==> src/rtl/multi_mode_counter_bank_pkg.sv <==
// Shared mode encodings for the counter bank. Reserved mode 2'b11 behaves as WRAP.
package multi_mode_counter_bank_pkg;

    localparam logic [1:0] CNT_MODE_WRAP    = 2'b00;
    localparam logic [1:0] CNT_MODE_SAT     = 2'b01;
    localparam logic [1:0] CNT_MODE_ONESHOT = 2'b10;

    typedef enum logic [1:0] {
        MODE_WRAP    = 2'b00,
        MODE_SAT     = 2'b01,
        MODE_ONESHOT = 2'b10
    } cnt_mode_e;

    function automatic cnt_mode_e decode_mode(input logic [1:0] mode);
        case (mode)
            CNT_MODE_SAT:     decode_mode = MODE_SAT;
            CNT_MODE_ONESHOT: decode_mode = MODE_ONESHOT;
            default:          decode_mode = MODE_WRAP;
        endcase
    endfunction

endpackage

==> src/rtl/multi_mode_counter_bank_channel.sv <==
// One loadable counter channel: count register, registered wrap pulse, sticky done
// and the terminal compare that drives tc.
module counter_channel
    import multi_mode_counter_bank_pkg::*;
#(
    parameter int WIDTH = 6
) (
    input  logic             clk,
    input  logic             rst,
    input  logic             en,
    input  logic             ld,
    input  logic             dir,
    input  logic [1:0]       mode,
    input  logic [WIDTH-1:0] init_val,
    input  logic [WIDTH-1:0] term_val,
    output logic [WIDTH-1:0] cnt,
    output logic             tc,
    output logic             wrap,
    output logic             done
);

    localparam logic [WIDTH-1:0] ONE = WIDTH'(1);

    logic [WIDTH-1:0] cnt_q, cnt_d;
    logic             wrap_q, wrap_d;
    logic             done_q, done_d;
    logic             terminal;
    cnt_mode_e        cur_mode;

    // Up uses >= so a load above term_val is terminal instead of running off to max.
    assign terminal = dir ? (cnt_q >= term_val) : (cnt_q == '0);
    assign cur_mode = decode_mode(mode);

    always_comb begin
        cnt_d  = cnt_q;
        wrap_d = 1'b0;
        done_d = done_q;
        if (ld) begin
            cnt_d  = init_val;
            done_d = 1'b0;
        end else if (en && !(cur_mode == MODE_ONESHOT && done_q)) begin
            if (!terminal) begin
                cnt_d = dir ? (cnt_q + ONE) : (cnt_q - ONE);
            end else begin
                case (cur_mode)
                    MODE_SAT:     cnt_d = cnt_q;
                    MODE_ONESHOT: done_d = 1'b1;
                    default: begin
                        cnt_d  = dir ? '0 : term_val;
                        wrap_d = 1'b1;
                    end
                endcase
            end
        end
    end

    always_ff @(posedge clk or posedge rst) begin
        if (rst) begin
            cnt_q  <= '0;
            wrap_q <= 1'b0;
            done_q <= 1'b0;
        end else begin
            cnt_q  <= cnt_d;
            wrap_q <= wrap_d;
            done_q <= done_d;
        end
    end

    assign cnt  = cnt_q;
    assign tc   = terminal;
    assign wrap = wrap_q;
    assign done = done_q;

endmodule

==> src/rtl/multi_mode_counter_bank.sv <==
// Bank of independent counter channels; slices the packed buses per channel and
// reduces the per-channel terminal flags into all_tc.
module multi_mode_counter_bank
    import multi_mode_counter_bank_pkg::*;
#(
    parameter int WIDTH    = 6,
    parameter int CHANNELS = 2
) (
    input  logic                      clk,
    input  logic                      rst,
    input  logic [CHANNELS-1:0]       en,
    input  logic [CHANNELS-1:0]       ld,
    input  logic [CHANNELS-1:0]       dir,
    input  logic [2*CHANNELS-1:0]     mode,
    input  logic [WIDTH*CHANNELS-1:0] init_val,
    input  logic [WIDTH*CHANNELS-1:0] term_val,
    output logic [WIDTH*CHANNELS-1:0] cnt,
    output logic [CHANNELS-1:0]       tc,
    output logic [CHANNELS-1:0]       wrap,
    output logic [CHANNELS-1:0]       done,
    output logic                      all_tc
);

    for (genvar i = 0; i < CHANNELS; i++) begin : g_ch
        counter_channel #(.WIDTH(WIDTH)) u_ch (
            .clk      (clk),
            .rst      (rst),
            .en       (en[i]),
            .ld       (ld[i]),
            .dir      (dir[i]),
            .mode     (mode[2*i +: 2]),
            .init_val (init_val[WIDTH*i +: WIDTH]),
            .term_val (term_val[WIDTH*i +: WIDTH]),
            .cnt      (cnt[WIDTH*i +: WIDTH]),
            .tc       (tc[i]),
            .wrap     (wrap[i]),
            .done     (done[i])
        );
    end

    assign all_tc = &tc;

endmodule

==> config.mk <==
export PLATFORM = sky130hd
export DESIGN_NAME = multi_mode_counter_bank
export DESIGN_NICKNAME = d
export VERILOG_FILES = /design/src/rtl/multi_mode_counter_bank_pkg.sv /design/src/rtl/multi_mode_counter_bank_channel.sv /design/src/rtl/multi_mode_counter_bank.sv
export SDC_FILE = /design/constraint.sdc
export NUM_CORES = 1
export LEC_CHECK = 0
export BUFFER_PORTS_ARGS = -buffer_cell sky130_fd_sc_hd__buf_2
export CAP_MARGIN = 10
export CORE_MARGIN = 5
export CORE_UTILIZATION = 25
export CTS_BUF_LIST = sky130_fd_sc_hd__clkbuf_2
export CTS_CLUSTER_DIAMETER = 40
export DETAILED_ROUTE_END_ITERATION = 16
export MAX_ROUTING_LAYER = met4
export PLACE_DENSITY = 0.54
export SYNTH_ARGS = -nofsm -noshare
export SYNTH_HDL_FRONTEND = slang
export SYNTH_SLANG_ARGS = --single-unit
==> constraint.sdc <==
create_clock -name clk -period 7.7 [get_ports clk]
set_clock_uncertainty 0.15 [all_clocks]
set_input_delay 1.925 -clock clk [delete_from_list [all_inputs] [get_ports clk]]
set_output_delay 1.925 -clock clk [all_outputs]
set_load 0.01 [all_outputs]
# After elaboration in Yosys (flattened, before gate mapping)
# Cells that the tools add are included.
# totals
ff_bits	16
out_inout_bits	19
elab_cells	75
# op_classes
addsub	4
n_lt_le_gt_ge	2
eq_ne	10
n_mux	32
reduce_logical	21
# ops
cell	count
$mux 6	12
$mux 1	18
$add 6x1->6 const B	2
$ge 6x6->1	2
$logic_not 6->1	2
$reduce_bool 2->1	6
$sub 6x1->6 const B	2
$eq 2x1->1 const B	4
$eq 2x2->1 const B	4
$pmux 2 s2	2
$ne 3x3->1 const B	2
$reduce_and 2->1	3
$reduce_and 3->1	2
$logic_and 1x1->1	4
$reduce_or 2->1	2
$logic_not 1->1	2

# Logic depth before layout (Yosys ltp)
# Gate-level depths: netlist of run 1.
# logic_depth
word_depth	8
mapped_depth	9
depth_no_buf	8

# Cells and area by module
# Synthesis of run 1 repeated with hierarchy kept, for this count alone.
# unflattened
hier_cells	196
area_unflattened_um2	1711.6
# by_module_without_submodules
mod	n_inst	cells_per_inst	area_per_inst_um2
counter_channel (g_ch[0].u_ch)	1	99	862.1
counter_channel (g_ch[1].u_ch)	1	96	843.3
multi_mode_counter_bank	1	1	6.3

# Least setup slack after synthesis of run 1
# No wires, ideal clock.
# synth_path
kind	input -> output
start	input dir[0]
end	output all_tc
arrival_ns	3.176
required_ns	5.625
path_slack_ns	2.449
stages	5
cell_sequence	or4_4 > nor4_4 > a211o_2 > buf_2 > and2_1
# synth_between
elab_chain_cells	2
# synth_lines
item	line	rtl
start: declaration	multi_mode_counter_bank.sv:13	input logic [CHANNELS-1:0] dir,
$mux 1	multi_mode_counter_bank_channel.sv:31	assign terminal = dir ? (cnt_q >= term_val) : (cnt_q == '0);
net g_ch[0].u_ch.tc	multi_mode_counter_bank_channel.sv:17	output logic tc,
$reduce_and 2->1	multi_mode_counter_bank.sv:41	assign all_tc = &tc;
end: declaration	multi_mode_counter_bank.sv:21	output logic all_tc
# The timed path passes the listed nets, and every way through them passes these cells.

# Worst setup path in the final report of run 1
# layout_path
start	input dir[0]
end	output all_tc
# layout_between
elab_chain_cells	2
# layout_lines
item	line
$mux 1	multi_mode_counter_bank_channel.sv:31
$reduce_and 2->1	multi_mode_counter_bank.sv:41
# Every way passes these cells.

==> results.md, run 1 <==
* Ant. Diodes at 0
* Pwr dens at roughly 260 nW/um^2
* Via count at roughly 1600
* Worst Slack Setup Final at roughly 2200 ps
* Delay-heaviest family, CP: simple AND/OR/NAND/NOR gates
* Port Buffers at 54
* Num Clock Sinks at 16
* Asr flop ratio synth at 100%
* Worst VDD drop at between 100 and 150 uV
* Dpl ws at 2160 ps
* Critical path cell sequence: buf_2, or4_4, nor4_4, a211o_2, and2_1, buf_2
* H-tree depth at 1
* WL met3 at approximately 170 um
* Yosys top cell area share at between 20% and 30%
* Die area at 8590 sq um
* Final nets at between 300 and 400
* Maximum clock frequency at 181 MHz
* DRC errors left at 0
* Metal-1 WL at between 2000 and 2500 um
* Pleak at a little over 0.001 uW
* Largest net degree at the start of global routing at 17
* Critical Path Fanout Max at 13
* Synthesis warning total at 0
* CTS Buffer Depth at 2
* All-Layer GR Usage at 10.9%
* Final-report hold violation count at 0
* Post-detailed-route count of antenna-violating nets at 0
* Layout cells sized above 1 at 28.6%
* Register bit total from synthesis at 16
* CORE AREA at about 6700 sq um
* Sequential fraction of the synthesis area at between 20% and 30%
* Count leader, synth: inv_1
* Syn_nets at between 200 and 300
* Hold crit path type: reg -> reg
* Critical Path AT at about 3500 ps
* Initial Utilization at 25.4%
* Final non-filler cell area at between 2000 and 2500 sq um
* DIE HEIGHT at 92.7 um
* Count of pins over their slew limit at 0
* Row count at 30
* WL final at 4480 um
* Routability cong. at 0.773
* Max Cap Violations at 0
* Max Used Layer: met4
* Dpl hpwl at 3670 um
* Number of synthesized flops with an enable pin at 0
* Total gr overflow at 0
* Drt pass-1 iters at 4
* # Post-CTS Setup Buffers at 0
* Worst endpoint required time at between 5000 and 6000 ps
* Area leader, netlist: dfrtp_1
* CTS Hold Buffers Added at 0
* Area post-placement at 2010 sq um
* Met2 wire length at about 2200 um
* Clock root buffer: clkbuf_2
* Worst-path clk slew at 200 ps
* Bufs and invs on worst path at 2
* Fillers at about 720
* Slew headroom at between 50% and 60%
* Count of different cell masters after synthesis at 43
* Die W at 92.7 um
* Vias in the first global route at ~1600
* Synthesis-to-finish area growth at 19.0%
* First-pass GRT wire length at around 7500 um
* Setup TNS at 0 ps
* Status: completed
* CP max-delay cell: or4_4
* # resized after CTS at 0
* Worst skew pair latency at between 300 and 400 ps
* Post-synth top cells: inv_1, ha_1, a21oi_1
* CP endpoint kind: output port
* Initial antenna violation count at 0
* RSZ-0062 raised after global routing: no
* Critical path class: in -> out
* CTS tree: yes
* Syn Inst Count at between 150 and 200
* Syn Std Cell Area at between 1500 and 2000 sq um
* Total power at between 500 and 600 uW
* Most common cell on crit path: buf_2
* Via density at 4.84
* Worst Tran Pin Value at ~700 ps
* 1st-iter DRT viols at 50
* Min Tclk post-route at roughly 5500 ps
* Crit path largest cell delay at approximately 490 ps
* DR WL/cell at 13.8 um
* # IOs at 55
* Crit start category: input pin
* Crit share post-route at between 70% and 80%
* Largest cells by area after synthesis: dfrtp_1, ha_1, inv_1, a21oi_1, o21ai_0
* Setup violators final at 0
* Total CTS buffers at 3
* Synth Flop Type: dfrtp_1
* Avg Inst Size Synth at 8.68 sq um
[flip-flops by register name (all words and copies together), names as in the netlist]
register        count
g_ch.u_ch.done      2
g_ch.u_ch.cnt      12
g_ch.u_ch.wrap      2
[worst reg2reg max path, delay by kind of cell, from the launching register on]
| family | cells | cell delay (ps) |
|---|---|---|
| multiplexers | 1 | 360 |
| AND/OR/NAND/NOR | 3 | 1080 |
| flip-flops | 1 | 490 |
| AO/OA/AOI/OAI | 2 | 590 |
[placed cells by master, fill, tap and decap left out, types with 3 or more instances in the layout]
| cell | instances |
|---|---|
| a21oi_1 | 19 |
| xnor2_1 | 5 |
| xor2_1 | 3 |
| nor2_1 | 7 |
| mux2i_1 | 3 |
| a21o_1 | 4 |
| a21boi_0 | 3 |
| mux2_2 | 6 |
| nand3_1 | 3 |
| o21ai_0 | 14 |
| o21ai_1 | 3 |
| nand2_1 | 9 |
| buf_2 | 54 |
| ha_1 | 22 |
| a211oi_1 | 3 |
| dfrtp_1 | 16 |
| inv_1 | 27 |
| clkbuf_2 | 3 |
| o21a_1 | 7 |
[per-stage QoR]
step,utilization [%],hold WS [ps],cells
6_report,30.3,403,325
5_1_grt,30.3,439,325
4_1_cts,30.3,413,325
3_5_place_dp,30.0,370,321
3_3_place_gp,30.0,354,321
2_1_floorplan,-,330,197
[cell type report]
type,count,area [sq um],area share (%)
Clock buffer,3,15.0,0.738
Clock inverter,1,3.75,0.185
Inverter,27,101,4.98
Multi-Input combinational cell,144,1140,56.2
Sequential cell,16,400,19.7
Tap cell,80,100,4.92
Timing Repair Buffer,54,270,13.3
[routing by layer]
layer / track usage, % / vias to the layer above
li1: - / 792
met1: 13.4 / 744
met2: 18.9 / 34
met3: 1.30 / 2
met4: 2.93 / 0
met5: - / -
[cells by family (layout without fill, tap and decap cells)]
| logic type | Yosys count | after routing | synth area share [%] |
|---|---|---|---|
| AO/OA/AOI/OAI | 66 | 66 | 24.3 |
| XOR/XNOR | 8 | 8 | 4.10 |
| adder cells (fa/ha/maj) | 24 | 24 | 18.4 |
| buffers and inverters | 37 | 85 | 9.74 |
| flip-flops | 16 | 16 | 23.4 |
| multiplexers | 11 | 11 | 7.03 |
| AND/OR/NAND/NOR | 35 | 35 | 13.0 |
[where the power goes]
part | leakage (uW) | internal (uW) | switching, uW
clock network | 0.0000140 | 11.3 | 29.9
logic | 0.000830 | 159 | 167
registers | 0.000194 | 110 | 53.1
[worst paths after layout]
check,start,endpoint,slack (ps),depth (start not counted)
max,dir[0],all_tc,2170,6
min,g_ch[1].u_ch.done$_DFFE_PP0P_,g_ch[1].u_ch.done$_DFFE_PP0P_,400,2
max reg2reg,g_ch[1].u_ch.cnt[5]$_DFFE_PP0P_,g_ch[1].u_ch.cnt[3]$_DFFE_PP0P_,4920,6
min reg2reg,g_ch[1].u_ch.done$_DFFE_PP0P_,g_ch[1].u_ch.done$_DFFE_PP0P_,400,2
max in group asynchronous,rst,g_ch[0].u_ch.cnt[4]$_DFFE_PP0P_,5390,2
min in group asynchronous,rst,g_ch[0].u_ch.cnt[5]$_DFFE_PP0P_,1530,2
No activity file was read; power rests on OpenSTA's default activity.
==> run 2: changes to the inputs <==
--- a/config.mk
+++ b/config.mk
@@ -5,6 +5,7 @@
 export SDC_FILE = /design/constraint.sdc
 export NUM_CORES = 1
 export LEC_CHECK = 0
+export ABC_AREA = 1
 export BUFFER_PORTS_ARGS = -buffer_cell sky130_fd_sc_hd__buf_2
 export CAP_MARGIN = 10
 export CORE_MARGIN = 5
==> constraint.sdc (replaced) <==
create_clock -name clk -period 5.4 [get_ports clk]
set_clock_uncertainty 0.15 [all_clocks]
set_input_delay 1.35 -clock clk [delete_from_list [all_inputs] [get_ports clk]]
set_output_delay 1.35 -clock clk [all_outputs]
set_load 0.01 [all_outputs]
==> results.md, run 2 <==
* Status: completed (unchanged)
* Slew headroom at 52.6% (was 52.7%)
* Synth Flop Type: dfrtp_1 (unchanged)
* Yosys top cell area share at 21.9% (was 23.4%)
* DRC errors left at 0 (unchanged)
* Pwr dens at 278 nW/um^2 (was 261 nW/um^2)
* Area leader, netlist: dfrtp_1 (unchanged)
* Critical Path AT at 2550 ps (was 3450 ps)
* Final nets at 394 (was 306)
* Worst VDD drop at 88.7 uV (was 109 uV)
* Logic pwr share at 58.9% (was 61.4%)
* DIE HEIGHT at 95.6 um (was 92.7 um)
* Dpl hpwl at 4160 um (was 3670 um)
* # IOs at 55 (unchanged)
* Syn_nets at 343 (was 257)
* CORE AREA at 7180 sq um (was 6720 sq um)
* Worst Tran Pin Value at 710 ps (was 708 ps)
* CP endpoint kind: output port (unchanged)
* H-tree depth at 1 (unchanged)
* Largest net degree at the start of global routing at 17 (unchanged)
* Number of synthesized flops with an enable pin at 0 (unchanged)
* Via density at 4.28 (was 4.84)
* Layout cells sized above 1 at 24.9% (was 28.6%)
* Port Buffers at 54 (unchanged)
* Crit start category: input pin (unchanged)
* # Post-CTS Setup Buffers at 0 (unchanged)
* Count leader, synth: nand2_1 (was inv_1)
* Largest family of logic cells by synthesized area: simple AND/OR/NAND/NOR gates (was compound AO/OA/AOI/OAI gates)
* Most frequent cells in the layout: nand2_1, buf_2, inv_1 (was buf_2, inv_1, ha_1)
* DR WL/cell at 11.7 um (was 13.8 um)
* Worst skew pair latency at 300 ps (was 310 ps)
* First-pass GRT wire length at 8390 um (was 7510 um)
* Row count at 31 (was 30)
* Sequential fraction of the synthesis area at 21.9% (was 23.4%)
* Avg Inst Size Synth at 6.47 sq um (was 8.68 sq um)
* Area of the multi-input gates at 1210 sq um (was 1140 sq um)
* Drt pass-1 iters at 4 (unchanged)
* Clock power frac at 9.5% (was 7.8%)
* CTS tree: yes (unchanged)
* Fillers at 801 (was 721)
* Ant. Diodes at 0 (unchanged)
* Post-Synth XOR/XNOR Area at 2.87% (was 4.10%)
* Area post-placement at 2170 sq um (was 2010 sq um)
* Initial Utilization at 25.5% (was 25.4%)
* Commonest non-fill, non-tap cell in the layout: nand2_1 (was buf_2)
* Routability cong. at 0.819 (was 0.773)
* Post-Synth Simple-Gate Area at 39.2% (was 13.0%)
* Final-report hold violation count at 0 (unchanged)
* Seq pwr share at 31.6% (was 30.8%)
* Via count at 1848 (was 1572)
* Pleak at 0.00131 uW (was 0.00104 uW)
* Die W at 95.6 um (was 92.7 um)
* Post-detailed-route count of antenna-violating nets at 0 (unchanged)
* Setup violators final at 0 (unchanged)
* Total gr overflow at 0 (unchanged)
* Syn Std Cell Area at 1830 sq um (was 1710 sq um)
* Num Clock Sinks at 16 (unchanged)
* Maximum clock frequency at 247 MHz
* Post-synth top cells: nand2_1, inv_1, ha_1, nand3_1, a21oi_1 (was inv_1, ha_1, a21oi_1)
* Crit share post-route at around three quarters
* Int Power at 310 uW (was 280 uW)
* Synthesis-to-finish area growth at 19.5% (was 19.0%)
* Fin util at 30.5% (was 30.3%)
* Total CTS buffers at 3 (unchanged)
* Post-Synth Adder-Cell Area at 17.2% (was 18.4%)
* Syn Inst Count at 283 (was 197)
* Max Cap Violations at 0 (unchanged)
* Switching Share at 49.1% (was 47.2%)
* Setup TNS at 0 ps (unchanged)
* Compound-Gate Fraction of Synth Area at 6.84% (was 24.3%)
* All-Layer GR Usage at 11.9% (was 10.9%)
* Net switching power at 299 uW (was 250 uW)
* CTS Buffer Depth at 2 (unchanged)
* Count of pins over their slew limit at 0 (unchanged)
* # resized after CTS at 0 (unchanged)
* Final non-filler cell area at 2190 sq um (was 2030 sq um)
* Count of different cell masters after synthesis at 24 (was 43)
* Worst endpoint required time at 3900 ps (was 5620 ps)
* WL final at 5070 um (was 4480 um)
* Synthesis warning total at 0 (unchanged)
* Largest cells by area after synthesis: dfrtp_1, nand2_1, ha_1, inv_1, nand3_1 (was dfrtp_1, ha_1, inv_1, a21oi_1, o21ai_0)
* Clock root buffer: clkbuf_2 (unchanged)
* Initial antenna violation count at 0 (unchanged)
* Min Tclk post-route at 4050 ps
* Die area at 9130 sq um (was 8590 sq um)
* Hold crit path type: reg -> reg (unchanged)
* CTS Hold Buffers Added at 0 (unchanged)
* Worst-path clk slew at 170 ps (was 200 ps)
* Register bit total from synthesis at 16 (unchanged)
* Critical Path Fanout Max at 6 (was 13)
* Register Area at 400 sq um (unchanged)
* Asr flop ratio synth at 100% (unchanged)
* RSZ-0062 raised after global routing: no (unchanged)
* Max reg flops at 12 (unchanged)
* 1st-iter DRT viols at 47 (was 50)
* Vias in the first global route at 1791 (was 1611)
* Critical path class: in -> out (unchanged)
* Fraction of synthesized area in multiplexers at 0% (was 7.03%)
-- run 2: changes by cell type after synthesis, sizes merged, moves of 7 or more --
cell,previous run,this run
nand3,3,25
nor2,8,21
inv,27,44
o21ai,17,1
or2,0,8
mux2,8,0
o21a,7,0
nand2,9,103
-- run 2: final timing paths --
check / start / endpoint / slack [ps] / depth (start not counted)
max in group asynchronous: rst / g_ch[0].u_ch.cnt[2]$_DFFE_PP0P_ / 3680 / 2
max reg2reg: g_ch[1].u_ch.cnt[0]$_DFFE_PP0P_ / g_ch[1].u_ch.cnt[1]$_DFFE_PP0P_ / 3460 / 13
min in group asynchronous: rst / g_ch[0].u_ch.wrap$_DFF_PP0_ / 980 / 2
min reg2reg: g_ch[0].u_ch.done$_DFFE_PP0P_ / g_ch[0].u_ch.done$_DFFE_PP0P_ / 400 / 2
max: term_val[11] / all_tc / 1350 / 10
min: g_ch[0].u_ch.done$_DFFE_PP0P_ / g_ch[0].u_ch.done$_DFFE_PP0P_ / 400 / 2
-- run 2: cell families after synthesis --
group | Yosys count
buffers and inverters | 52
AO/OA/AOI/OAI | 23
adder cells (fa/ha/maj) | 24
flip-flops | 16
XOR/XNOR | 6
AND/OR/NAND/NOR | 162
-- run 2: cell type report --
class	instances	area share (%)
Tap cell	99	5.66
Timing Repair Buffer	54	12.3
Clock inverter	1	0.172
Multi-Input combinational cell	215	55.3
Sequential cell	16	18.3
Inverter	44	7.55
Clock buffer	3	0.686
-- run 2: power by group through the flow --
stage,logic [uW],registers (uW),clock network (uW)
6_report,359,193,57.7
5_1_grt,420,198,65.5
4_1_cts,365,194,61.2
3_5_place_dp,362,196,0
3_3_place_gp,357,195,0
2_1_floorplan,258,193,0
-- run 2: metal layers --
metal / wire, um / track usage [%]
met5: 0 / -
met2: 2290 / 18.9
met3: 263 / 0.868
met1: 2480 / 16.0
met4: 47 / 3.91
-- run 2: worst max-delay path: stages --
cell and delay [ps]:
buf_2 90, inv_1 40, ha_1 290, nand2_1 100, inv_1 50, a21oi_2 140
nand3_1 140, nand2_2 150, nor2_1 50, buf_2 140
-- run 2: metrics by stage --
stage / total power (uW) / std cells / hold slack, ps / worst slack [ps]
after floorplan: 451 / 283 / 362 / 1580
after global placement: 553 / 428 / 385 / 1370
after detailed placement: 558 / 428 / 383 / 1330
after CTS: 620 / 432 / 405 / 1330
after global routing: 684 / 432 / 448 / 1210
final: 609 / 432 / 399 / 1350
